$ cat src/rtl/dbg_host_ctrl.sv
// Host-side sequencer for the debug register window: decodes host command bytes,
// arbitrates for the data bus, performs one debug-bus access and returns read data.
module dbg_host_ctrl #(
   parameter int              l       = 16,
   parameter logic [l-5:0]    dbgaddr = 12'hFFE
) (
   input  logic         clk,
   input  logic         reset,
   input  logic [7:0]   rx_data,
   input  logic         rx_valid,
   output logic         rx_ready,
   output logic [7:0]   tx_data,
   output logic         tx_valid,
   input  logic         tx_ready,
   output logic         bus_req,
   input  logic         bus_gnt,
   output logic [l-2:0] addr,
   output logic [l-1:0] data,
   output logic         r,
   output logic [1:0]   w,
   input  logic [l-1:0] rdata,
   output logic         busy
);

   // Handshakes: a byte moves on rx when rx_valid&rx_ready at a rising edge, and on
   // tx when tx_valid&tx_ready; tx_data/tx_valid stay fixed while tx_ready is low.
   typedef enum logic [3:0] {
      S_IDLE, S_WHI, S_WLO, S_REQ, S_BUS, S_RDLAT, S_TXHI, S_TXLO, S_ERR
   } state_t;

   state_t       r_state;
   state_t       w_next;
   logic [2:0]   r_idx;
   logic         r_read;
   logic [l-1:0] r_wdata;
   logic [l-1:0] r_rd;
   logic         w_rx_ready;
   logic         w_rx_fire;
   logic         w_cmd_bad;

   assign w_rx_ready = (r_state == S_IDLE) || (r_state == S_WHI) || (r_state == S_WLO);
   assign w_rx_fire  = rx_valid && w_rx_ready;
   assign w_cmd_bad  = (rx_data[6:4] != 3'b000) || rx_data[0];

   assign rx_ready = w_rx_ready;
   assign addr     = {dbgaddr, r_idx};
   assign data     = r_wdata;
   assign busy     = (r_state != S_IDLE);

   always_ff @(posedge clk) begin
      if (reset) r_state <= S_IDLE;
      else       r_state <= w_next;
   end

   always_comb begin
      w_next   = r_state;
      tx_valid = 1'b0;
      tx_data  = 8'h00;
      bus_req  = 1'b0;
      r        = 1'b0;
      w        = 2'b00;
      case (r_state)
         S_IDLE: begin
            if (w_rx_fire) begin
               if (w_cmd_bad)       w_next = S_ERR;
               else if (rx_data[7]) w_next = S_REQ;
               else                 w_next = S_WHI;
            end
         end
         S_WHI: if (w_rx_fire) w_next = S_WLO;
         S_WLO: if (w_rx_fire) w_next = S_REQ;
         S_REQ: begin
            bus_req = 1'b1;
            if (bus_gnt) w_next = S_BUS;
         end
         S_BUS: begin
            // Granted access is always completed, even if gnt drops this cycle.
            bus_req = 1'b1;
            r       = r_read;
            w       = r_read ? 2'b00 : 2'b11;
            w_next  = r_read ? S_RDLAT : S_IDLE;
         end
         S_RDLAT: w_next = S_TXHI;
         S_TXHI: begin
            tx_valid = 1'b1;
            tx_data  = r_rd[l-1:l-8];
            if (tx_ready) w_next = S_TXLO;
         end
         S_TXLO: begin
            tx_valid = 1'b1;
            tx_data  = r_rd[7:0];
            if (tx_ready) w_next = S_IDLE;
         end
         S_ERR: begin
            tx_valid = 1'b1;
            tx_data  = 8'hEE;
            if (tx_ready) w_next = S_IDLE;
         end
         default: w_next = S_IDLE;
      endcase
   end

   always_ff @(posedge clk) begin
      if (reset) begin
         r_idx   <= 3'h0;
         r_read  <= 1'b0;
         r_wdata <= '0;
         r_rd    <= '0;
      end else begin
         if ((r_state == S_IDLE) && w_rx_fire && !w_cmd_bad) begin
            r_idx  <= rx_data[3:1];
            r_read <= rx_data[7];
         end
         // Two shifts assemble the write word MSB byte first.
         if (((r_state == S_WHI) || (r_state == S_WLO)) && w_rx_fire)
            r_wdata <= {r_wdata[l-9:0], rx_data};
         if (r_state == S_RDLAT)
            r_rd <= rdata;
      end
   end

endmodule

$ cat config.mk
export PLATFORM = sky130hd
export DESIGN_NAME = dbg_host_ctrl
export DESIGN_NICKNAME = d
export VERILOG_FILES = /design/src/rtl/dbg_host_ctrl.sv
export SDC_FILE = /design/constraint.sdc
export NUM_CORES = 1
export LEC_CHECK = 0
export ABC_CLOCK_PERIOD_IN_PS = 1800
export CORE_MARGIN = 2
export CORE_UTILIZATION = 39
export CTS_CLUSTER_SIZE = 28
export DETAILED_ROUTE_END_ITERATION = 6
export PLACE_DENSITY_LB_ADDON = 0.25
export SYNTH_ARGS = -nofsm -noshare
export SYNTH_HDL_FRONTEND = slang
export SYNTH_SLANG_ARGS = --single-unit
$ cat constraint.sdc
create_clock -name clk -period 1.8 [get_ports clk]
set_input_delay 0.36 -clock clk [delete_from_list [all_inputs] [get_ports clk]]
set_output_delay 0.36 -clock clk [all_outputs]
set_load 0.005 [all_outputs]
==> summary.md <==
| Metric | Value |
|---|---|
| Status | `finished, violations left` |
| Failing checks | `setup timing` |
| First-pass GRT wire length | `7510 um` |
| Syn. warnings | `0` |
| Vias per inst | `approximately 4.8` |
| Mean Syn Cell Area | `8.40 um2` |
| Die W | `73.0 um` |
| Drt initial violations | `55` |
| Share of layout cells above drive strength 1 | `23.5%` |
| Fin. Hold Viols | `0` |
| Synthesis-stage register bit count | `40` |
| Mapped Cells | `221` |
| Worst endpoint required time | `1.44 ns` |
| Die footprint | `5330 um2` |
| Fin util | `60.9%` |
| Fin crit share | `105%` |
| Setup Viol. Count Final | `6` |
| Post-synth EDFFs | `0` |
| Inst Count DP | `between 300 and 400` |
| Port bufs | `62` |
| Synthesized area | `1860 um2` |
| Global-route usage over all layers | `18.2%` |
| DRC viols | `0` |
| MaxCap Viol Count | `0` |
| Crit path DAT | `1.53 ns` |
| Fin nets | `approximately 330` |
| Post-Route M1 WL | `2070 um` |
| Worst-case clock buffer depth | `2` |
| Hpwl dp | `3130 um` |
| Clock slew at reported path FFs | `0.07 ns` |
| Peak supply drop | `444 uV` |
| Top post-synthesis cells by count | `dfxtp_1, nand2_1, nor2_1, mux2i_1, a21oi_1` |
| P_leak | `between 1 and 1.5 nW` |
| WL met2 | `between 2000 and 2500 um` |
| Most numerous cell in the Yosys netlist | `dfxtp_1` |
| Cell variety after synth | `30` |
| Tmin final | `1.89 ns` |
| Crit-path max FO | `4` |
| Die Height | `73.0 um` |
| Nature of the critical path endpoint | `primary output` |
| Max Freq | `529 MHz` |
| WS Path Type | `register to primary output` |
| RD Place Congestion | `0.811` |
| Main synth FF type | `dfxtp_1` |
| Vias in the first global route | `1685` |
| Met3 wire length | `about 220 um` |
| Synth top area share | `approximately 43%` |
| Total number of H-tree levels | `2` |
| Largest net degree at the start of global routing | `22` |
| Post-synth ARST share | `0%` |
| DRT Pass-1 Iters | `4` |
| Starting Density | `about 40%` |
| Pwr/cell area | `631 nW/um2` |
| Ant. Diodes | `0` |
| Synth area leaders | `dfxtp_1, mux2i_1, nand2_1, nor2_1, buf_4` |
| Clock Sinks | `40` |
| Clk_lat worst skew | `0.29 ns` |
| Top Metal Used | `met4` |
| Synth area leader | `dfxtp_1` |
| Final std cells w/o fill | `360` |
| Hold Crit Class | `register to register` |
| Fillers | `417` |
| DRT Wirelength | `4610 um` |
| CTS root buf | `clkbuf_8` |
| Setup ws final | `-0.0903 ns` |
| Worst Setup Start Kind | `register` |
| Cts bufs inserted | `5` |
| Core footprint | `approximately 4700 um2` |
| Wire per inst | `~13 um` |
| Overflow after GRT | `0` |
| Slew Limit Fails | `0` |
| Synth-to-Final Area Change | `53.0%` |
| Initial antenna violation count | `0` |
| Site Rows | `25` |
| Clock skew | `between 0.002 and 0.003 ns` |
| RSZ-0062 raised after global routing | `yes` |
| Post-route ant nets | `0` |
| I/O pin cnt | `75` |
| Register area share after synthesis | `43.2%` |
| CTS tree | `built` |
| Vias post-DR | `1733` |
-- logic make-up after synthesis --
family / after synthesis / share of synthesized area, %
AND/OR/NAND/NOR: 88 / 21.2
flip-flops: 40 / 43.2
AO/OA/AOI/OAI: 32 / 9.58
multiplexers: 30 / 16.5
buffers and inverters: 28 / 8.77
other: 2 / 0.405
XOR/XNOR: 1 / 0.472
-- worst paths after layout --
| path | start | end | slack (ns) | cells past startpoint |
|---|---|---|---|---|
| worst max register to register | r_state[2]$_SDFFE_PP0P_ | r_state[0]$_SDFFE_PP0P_ | 0.02 | 5 |
| worst max-delay path | r_state[2]$_SDFFE_PP0P_ | tx_data[5] | -0.09 | 4 |
| worst min-delay path | r_rd[3]$_SDFFE_PP0P_ | r_rd[3]$_SDFFE_PP0P_ | 0.46 | 2 |
| worst min register to register | r_rd[3]$_SDFFE_PP0P_ | r_rd[3]$_SDFFE_PP0P_ | 0.46 | 2 |
-- stage by stage --
stage	hold WS, ns	total power [mW]	TNS (ns)	setup slack [ns]	area [um2]
2_1_floorplan	0.436	1.05	0	0.121	1890
4_1_cts	0.460	1.81	-0.434	-0.0880	2840
3_5_place_dp	0.449	1.20	-2.52	-0.224	2590
5_1_grt	0.484	1.88	-0.709	-0.145	2840
6_report	0.457	1.79	-0.384	-0.0903	2840
3_3_place_gp	0.443	1.20	-2.31	-0.186	2590
-- flip-flops by register name, indices dropped and copies added, names as in the netlist --
register	count
data	16
r_idx	3
r_rd	16
r_read	1
r_state	4
-- where the power goes --
part / leakage (nW) / total [mW] / switching [mW] / internal, mW
Sequential: 0.325 / 0.899 / 0.00683 / 0.893
Combinational: 0.898 / 0.316 / 0.126 / 0.190
Clock: 0.0479 / 0.577 / 0.307 / 0.270
-- routing by layer --
metal / track usage [%] / up-vias
met1: 22.5 / 792
met2: 30.6 / 48
li1: - / 886
met4: 6.38 / 0
met3: 4.56 / 7
met5: 0 / -
-- final cells by class --
class | count | area, um2 | share of cell area (%)
Clock buffer | 5 | 68.8 | 2.42
Clock inverter | 3 | 18.8 | 0.661
Inverter | 1 | 3.75 | 0.132
Multi-Input combinational cell | 163 | 987 | 34.8
Sequential cell | 40 | 808 | 28.5
Tap cell | 54 | 67.6 | 2.38
Timing Repair Buffer | 94 | 885 | 31.2
-- worst max-delay path: stages, from the launching register on --
cell	delay (ns)
dfxtp_2	0.33
or4b_4	0.58
buf_6	0.16
o21ai_2	0.05
buf_2	0.13
-- layout by cell type (no fill, tap or decap), types with 3 or more instances in the layout --
master	Yosys	routed
a21oi_1	20	20
and3_1	3	3
buf_2	4	9
buf_4	14	22
buf_6	0	8
clkbuf_8	0	5
clkdlybuf4s50_1	0	47
conb_1	2	12
dfxtp_1	40	36
dfxtp_2	0	3
dlygate4sd2_1	0	3
mux2i_1	29	29
nand2_1	35	33
nand2b_1	4	4
nand3_1	4	4
nor2_1	31	26
nor2_2	0	4
o21ai_2	0	5
-- timing repair --
item / in CTS / in global routing
hold buffers: 0 / 0
gates cloned: 1 / 0
setup buffers: 10 / 1
gates resized for setup: 82 / 7
hold endpoints to repair: 0 / 0
setup endpoints to repair: 16 / 11
pin swaps: 3 / 0
Power figures use the tool's default switching activity.
